$ cat src/rtl/breakout_game_ctrl.sv
// Breakout game sequencer: button conditioning, game FSM and lives/score/brick counters.
// The ball/paddle/brick datapath is only stepped while this block enables it.
module breakout_game_ctrl #(
  parameter int unsigned DEBOUNCE_CYCLES = 1000000,
  parameter int unsigned LIVES           = 3,
  parameter int unsigned BRICKS          = 40,
  parameter int unsigned SERVE_FRAMES    = 60,
  parameter int unsigned POINTS          = 10
) (
  input  logic        sys_clk,
  input  logic        sys_rst,
  input  logic        frame_tick,
  input  logic        btn_up,
  input  logic        btn_left,
  input  logic        btn_right,
  input  logic        ball_lost,
  input  logic        brick_hit,
  output logic [2:0]  state,
  output logic        paddle_left,
  output logic        paddle_right,
  output logic        ball_enable,
  output logic        ball_reset,
  output logic        bricks_reset,
  output logic [2:0]  lives,
  output logic [7:0]  bricks_left,
  output logic [11:0] score,
  output logic [4:0]  led
);

  typedef enum logic [2:0] {
    StIdle     = 3'd0,
    StServe    = 3'd1,
    StPlay     = 3'd2,
    StLifeLost = 3'd3,
    StWin      = 3'd4,
    StGameOver = 3'd5
  } state_e;

  localparam logic [19:0] DbMax     = 20'(DEBOUNCE_CYCLES - 1);
  localparam logic [7:0]  ServeMax  = 8'(SERVE_FRAMES - 1);
  localparam logic [12:0] Pts       = 13'(POINTS);
  localparam logic [2:0]  LivesInit = 3'(LIVES);
  localparam logic [7:0]  BrickInit = 8'(BRICKS);

  // Button index: 0 = up, 1 = left, 2 = right.
  logic [2:0]  btn_raw;
  logic [2:0]  sync1_q, sync2_q, level_q;
  logic [19:0] cnt_q [3];
  logic        up_prev_q, up_press_q;

  assign btn_raw = {btn_right, btn_left, btn_up};

  always_ff @(posedge sys_clk or posedge sys_rst) begin
    if (sys_rst) begin
      sync1_q    <= '0;
      sync2_q    <= '0;
      level_q    <= '0;
      for (int i = 0; i < 3; i++) cnt_q[i] <= '0;
      up_prev_q  <= 1'b0;
      up_press_q <= 1'b0;
    end else begin
      sync1_q <= btn_raw;
      sync2_q <= sync1_q;
      for (int i = 0; i < 3; i++) begin
        if (sync2_q[i] == level_q[i]) begin
          cnt_q[i] <= '0;
        end else if (cnt_q[i] == DbMax) begin
          level_q[i] <= ~level_q[i];
          cnt_q[i]   <= '0;
        end else begin
          cnt_q[i] <= cnt_q[i] + 20'd1;
        end
      end
      up_prev_q  <= level_q[0];
      up_press_q <= level_q[0] & ~up_prev_q;
    end
  end

  state_e      state_q;
  logic [7:0]  frame_cnt_q;
  logic [2:0]  lives_q;
  logic [7:0]  bricks_q;
  logic [11:0] score_q;
  logic        ball_reset_q, bricks_reset_q;
  logic [12:0] score_sum;

  assign score_sum = {1'b0, score_q} + Pts;

  always_ff @(posedge sys_clk or posedge sys_rst) begin
    if (sys_rst) begin
      state_q        <= StIdle;
      frame_cnt_q    <= '0;
      lives_q        <= LivesInit;
      bricks_q       <= BrickInit;
      score_q        <= '0;
      ball_reset_q   <= 1'b0;
      bricks_reset_q <= 1'b0;
    end else begin
      ball_reset_q   <= 1'b0;
      bricks_reset_q <= 1'b0;
      unique case (state_q)
        StIdle: begin
          if (up_press_q) begin
            lives_q        <= LivesInit;
            score_q        <= '0;
            bricks_q       <= BrickInit;
            frame_cnt_q    <= '0;
            ball_reset_q   <= 1'b1;
            bricks_reset_q <= 1'b1;
            state_q        <= StServe;
          end
        end
        StServe: begin
          if (frame_tick) frame_cnt_q <= frame_cnt_q + 8'd1;
          if (up_press_q || (frame_tick && frame_cnt_q == ServeMax)) state_q <= StPlay;
        end
        StPlay: begin
          if (brick_hit && bricks_q != 8'd0) begin
            bricks_q <= bricks_q - 8'd1;
            score_q  <= (score_sum > 13'd4095) ? 12'd4095 : score_sum[11:0];
          end
          if (ball_lost && lives_q != 3'd0) lives_q <= lives_q - 3'd1;
          // The last brick wins even if the ball was lost in the same cycle.
          if (brick_hit && bricks_q == 8'd1) state_q <= StWin;
          else if (ball_lost)                state_q <= StLifeLost;
        end
        StLifeLost: begin
          if (lives_q == 3'd0) begin
            state_q <= StGameOver;
          end else if (frame_tick) begin
            frame_cnt_q  <= '0;
            ball_reset_q <= 1'b1;
            state_q      <= StServe;
          end
        end
        StWin, StGameOver: begin
          if (up_press_q) state_q <= StIdle;
        end
        default: state_q <= StIdle;
      endcase
    end
  end

  assign state        = state_q;
  assign ball_enable  = (state_q == StPlay);
  assign paddle_left  = level_q[1] & (state_q == StServe || state_q == StPlay);
  assign paddle_right = level_q[2] & (state_q == StServe || state_q == StPlay);
  assign ball_reset   = ball_reset_q;
  assign bricks_reset = bricks_reset_q;
  assign lives        = lives_q;
  assign bricks_left  = bricks_q;
  assign score        = score_q;

  always_comb begin
    led = '0;
    for (int i = 0; i < 5; i++) led[i] = (lives_q > 3'(i));
  end

endmodule

$ cat config.mk
export PLATFORM = sky130hd
export DESIGN_NAME = breakout_game_ctrl
export DESIGN_NICKNAME = d
export VERILOG_FILES = /design/src/rtl/breakout_game_ctrl.sv
export SDC_FILE = /design/constraint.sdc
export NUM_CORES = 1
export LEC_CHECK = 0
export CAP_MARGIN = 10
export CORE_MARGIN = 2
export CORE_UTILIZATION = 40
export DETAILED_ROUTE_END_ITERATION = 12
export SLEW_MARGIN = 10
export SYNTH_ARGS = -nofsm -noshare
export SYNTH_HDL_FRONTEND = slang
export SYNTH_SLANG_ARGS = --single-unit
$ cat constraint.sdc
create_clock -name sys_clk -period 6.7 [get_ports sys_clk]
set_clock_uncertainty 0.1 [all_clocks]
set_input_delay 1.005 -clock sys_clk [delete_from_list [all_inputs] [get_ports sys_clk]]
set_output_delay 1.005 -clock sys_clk [all_outputs]
set_load 0.005 [all_outputs]
-- Yosys cells after proc, flatten, opt, wreduce, memory -nomap -nowiden
Cells that the tools add are included.
- add/subtract/negate cells: 7
- reduce and logical (&&, ||, !) cells: 20
- bitwise operators: 10
- multiplexer cells: 34
- magnitude comparators: 6
- eq/ne operators: 23
- operators by type and width (operator ; number):
    $mux W20 ; 6
    $add A20 B1 Y20 const B ; 3
    $eq A20 B20 Y1 const B ; 3
    $mux W8 ; 6
    $mux W12 ; 3
    $mux W3 ; 9
    $pmux W12 S2 ; 1
    $pmux W8 S3 ; 1
    $pmux W8 S2 ; 1
    $pmux W3 S5 ; 1
    $add A12 B4 Y13 const B ; 1
    $gt A13 B12 Y1 const B ; 1
    $ne A2 B2 Y1 const B ; 6
    $reduce_and A5 Y1 ; 2
    $add A8 B1 Y8 const B ; 1
    $eq A8 B1 Y1 const B ; 1
    $eq A8 B6 Y1 const B ; 1
    $reduce_bool A8 Y1 ; 1
    $sub A8 B1 Y8 const B ; 1
    $not A1 Y1 ; 7
    $eq A3 B2 Y1 const B ; 2
    $eq A3 B3 Y1 const B ; 2
    $gt A3 B1 Y1 const B ; 2
    $gt A3 B2 Y1 const B ; 2
    other kinds (19) ; 36
- logic and storage cells: 117
- output and inout bits: 36
- input bits: 8
- bits in registers: 107

-- Longest topological paths before layout
- depth after elaboration: 5
- depth in mapped cells: 8

-- Least setup slack after synthesis
Ideal clock, no wire load.
- path type: register to output
- from: register state_q[0], in the netlist state[0]
- to: output paddle_left
- data required time: 5.595 ns
- stages on the path, launching flop included: 7
- path buffers: 2
- setup slack: 4.247 ns
- data arrival time: 1.348 ns
- cell sequence: dfrtp_1 -> clkbuf_1 -> nor2b_1 -> nor2b_1 -> clkbuf_1 -> nor2_1 -> nor2b_1
- longest elaborated chain between the ends: 3
- elaborated cells between the ends (all ways): 4
- classes of those cells: eq/ne: 2; bitwise: 1; reduce/logical: 1
- RTL lines (item ; line ; source):
    start, declared ; 79 ; state_e state_q;
    start signal, assigned ; 91 ; state_q <= StIdle;
    start signal, assigned ; 110 ; state_q <= StServe;
    start signal, assigned ; 115 ; if (up_press_q || (frame_tick && frame_cnt_q == ServeMax)) state_q <= StPlay;
    $eq A3 B1 Y1 / $eq A3 B2 Y1 (equally long branches) ; 146 ; assign paddle_left = level_q[1] & (state_q == StServe || state_q == StPlay);
    $logic_or A1 B1 Y1 (*) ; 146 ;
    $and A1 B1 Y1 (*) ; 146 ;
    end, declared ; 19 ; output logic paddle_left,
Mark *: on every way between the ends. The rest lies on a longest branch, timed or not.

-- Worst setup path in the final report
Ends and elaborated chain as after synthesis.

==> results.txt <==
----------------------------------------------------
[Status]
  Outcome ... completed

[Floorplan]
  Std-Cell Core Area ... 13,100 sq um
  Initial core utilization ... 40.7%
  Die width ... 120 um
  Placement row count ... 42
  Floorplan die height ... 120 um
  Count of boundary I/O pins ... 44
  Die Footprint ... 14,300 sq um

[Power]
  Worst-case vdd ir drop ... 0.116 mV
  P per Cell Area ... 243 nW/um^2
  Power share of the combinational group ... 14.3%
  Net Switching ... 409 uW
  Internal power ... 1.11 mW
  Cell leakage power ... 2.66 nW
  Sw Ratio ... 26.8%
  Relative contribution of the clock network to total power ... 37.2%
  Sequential cell fraction of total power ... 48.4%

[Route]
  Remaining design rule violation count ... 0
  Starting DRT DRC Count ... 280
  Remaining antenna violation count ... 0
  Routed length per instance ... 13.7 um
  Vias after detailed routing ... 3,989
  Routed vias/inst ... 5.19
  Routed Wire Length ... 10,500 um
  Detailed Routing Iterations Pass 1 ... 4

[Synth]
  Asr flop ratio synth ... 100%
  Instance count of the mapped netlist ... 550
  Post-synthesis cell area ... 5350 sq um
  Post-synth cell types ... 52
  Register bit total from synthesis ... 107
  Yosys Warn Count ... 0
  Most frequently used cell type in the post-synthesis netlist ... dfrtp_1
  Proportion of synthesized chip area in sequential cells ... 50.1%
  Dominant register cell in the synthesized netlist ... dfrtp_1
  Syn_nets ... 571
  Avg Synthesized Cell Area ... 9.73 sq um
  Cell taking the most area after synthesis ... dfrtp_1
  List of most frequent post-synthesis cells ... dfrtp_1 (103), nor2_1 (93), nand2_1 (46), xor2_1 (46), nand3_1 (29)
  Number of synthesized flops with an enable pin ... 0
  Main area contributors after synthesis ... dfrtp_1 (48%), xor2_1 (7.5%), nor2_1 (6.5%)
  Synth top area share ... 48.2%

[Placed design]
  Weighted congestion at the end of routability-driven global placement ... 0.828
  DP Area ... 5930 sq um
  Total placed cells including tap cells ... 753
  Port Buf Inserts ... 43
  Hpwl dp ... 7270 um

[Min path]
  Worst min-delay path startpoint ... sync1_q[2]
  Tightest Hold Check Type ... reg -> reg

[STA]
  Post-Route Setup TNS ... 0 ns
  Endpoints failing hold ... 0
  Transition time at the pin with the least slew margin ... 1.02 ns
  Unrepaired setup endpoints after global routing ... no
  Max-slew violation total from the final report ... 0
  Post-layout minimum cycle time ... 3.45 ns
  Setup-failing EPs final ... 0
  Worst slew margin ... 31.0%
  Period utilization ... 51.4%
  Max Clock Freq ... 290 MHz

[Setup path]
  Startpoint of the worst register-to-register path ... bricks_left[2]
  Required time of the critical path ... 5.59 ns
  Arr. time, crit path ... 2.34 ns
  Critical path origin ... state[0]
  Crit start category ... flop
  Biggest fanout along the worst timing path ... 10
  Worst setup path category ... reg -> out
  Endpoint type of the worst setup path ... output pin

[Clock network]
  Clock buffer count from CTS ... 9
  Clock-pin transition on the worst setup and hold timing paths ... 0.07 ns
  Number of sinks on the clock net ... 107
  # Post-CTS Setup Buffers ... 0
  Number of resized instances in the post-cts repair step ... 0
  H-tree levels ... 3
  Cts-stage hold buffer count ... 0
  Clock Latency Late Sink ... 0.35 ns
  Buffer depth of the longest clock path ... 2
  CTS Root Buffer Type ... clkbuf_16
  Clock tree from TritonCTS ... built

[Global route]
  Gr usage total ... 15.8%
  Via count of the first global-routing pass ... 3,891
  Wire length of the first global-routing pass ... 18,300 um
  Maximum number of pins on one net before global-route repair ... 76
  Antenna violations before repair ... 0
  Final global-route overflow total ... 0

[Final layout]
  Non-Filler Cell Area, Final ... 6250 sq um
  Count of antenna diodes in the layout ... 0
  Fillers ... 1,233
  Area added between synthesis and finish ... 16.8%
  Final cell count without fillers ... 769
  Share of final-layout standard cells stronger than drive strength 1 ... 7.42%
  Net count, final ... 609

[Job]
  Reported max-cap violation count ... 0

----------------------------------------------------
[cell families (layout without fill, tap and decap cells)]
logic type,Yosys count,in the layout,share of synthesized area (%)
AND/OR/NAND/NOR,266,266,25.0
flip-flops,107,107,50.1
XOR/XNOR,70,70,11.5
AO/OA/AOI/OAI,55,55,6.52
buffers and inverters,33,76,2.59
adder cells (fa/ha/maj),13,13,3.04
multiplexers,6,6,1.29
[cells in the final DEF (no fill, tap or decap), types with 4 or more instances in the layout]
master | netlist | final
clkdlybuf4s50_1 | 0 | 43
a21oi_1 | 13 | 13
and3_1 | 13 | 13
xor2_1 | 46 | 46
dfstp_2 | 4 | 4
nor4_1 | 9 | 9
xnor2_1 | 24 | 24
nor2_1 | 93 | 93
a31oi_1 | 6 | 6
nor3_1 | 8 | 8
dfrtp_1 | 103 | 103
nand3_1 | 29 | 29
nand4_1 | 18 | 18
nand2b_1 | 4 | 4
nor2b_1 | 7 | 7
clkbuf_16 | 0 | 9
and4_1 | 4 | 4
inv_1 | 16 | 15
or3_1 | 4 | 4
ha_1 | 13 | 13
nand2_1 | 46 | 46
nor3b_1 | 4 | 4
o21ai_0 | 17 | 17
or2_2 | 7 | 7
[power by group through the flow]
stage / clock [mW] / combinational, mW / sequential [mW]
6_report: 0.567 / 0.218 / 0.737
5_1_grt: 0.618 / 0.249 / 0.745
3_3_place_gp: 0 / 0.218 / 0.747
4_1_cts: 0.587 / 0.221 / 0.738
2_1_floorplan: 0 / 0.164 / 0.728
3_5_place_dp: 0 / 0.220 / 0.750
[per-layer routing]
| metal | track usage [%] | up-vias | part of all wire, % |
|---|---|---|---|
| met4 | 4.56 | 0 | 1.4 |
| li1 | - | 1960 | - |
| met3 | 4.47 | 11 | 3.4 |
| met5 | 0 | - | 0 |
| met1 | 21.2 | 1967 | 49 |
| met2 | 25.1 | 51 | 47 |
[path summary, 6_finish.rpt]
check / endpoint / slack [ns] / depth (start not counted)
min: sync2_q[2] / 0.25 / 0
max reg2reg: score[11] / 4.18 / 5
min reg2reg: sync2_q[2] / 0.25 / 0
max: paddle_left / 3.25 / 5
max in group asynchronous: score[5] / 4.33 / 3
min in group asynchronous: cnt_q[43] / 0.91 / 2
[layout make-up]
cell class              count  area [sq um]  area share [%]
flip-flops and latches    107          2680            42.9
repair buffers             44           438            7.00
multi-input cells         410          2530            40.5
well taps                 176           220            3.52
inverters                  16          62.6            1.00
clock inverters             6          90.1            1.44
clock buffers              10           229            3.66
[stage by stage]
step                      worst slack [ns]  power [mW]  hold slack (ns)  utilization, %
after floorplan                       2.78       0.892            0.231               -
after detailed placement              3.61       0.970            0.243            45.2
after global placement                3.67       0.965            0.236            45.2
after CTS                             3.23        1.55            0.254            47.6
final                                 3.25        1.52            0.252            47.6
after global routing                  3.06        1.61            0.263            47.6
[critical path: stages, from the launching register on]
cell and delay [ns]:
dfrtp_1 0.52, nor2b_1 0.23, nor2b_1 0.43, nor2_1 0.17, nor2b_1 0.14, clkdlybuf4s50_1 0.51
[sequential cells by signal (all words and copies together) (netlist names)]
name,cells
ball_reset,1
bricks_left,8
bricks_reset,1
cnt_q,60
frame_cnt_q,8
level_q,3
lives,3
score,12
state,3
sync1_q,3
sync2_q,3
up_press_q,1
up_prev_q,1
Note: power is estimated with default switching activity, not from simulation.
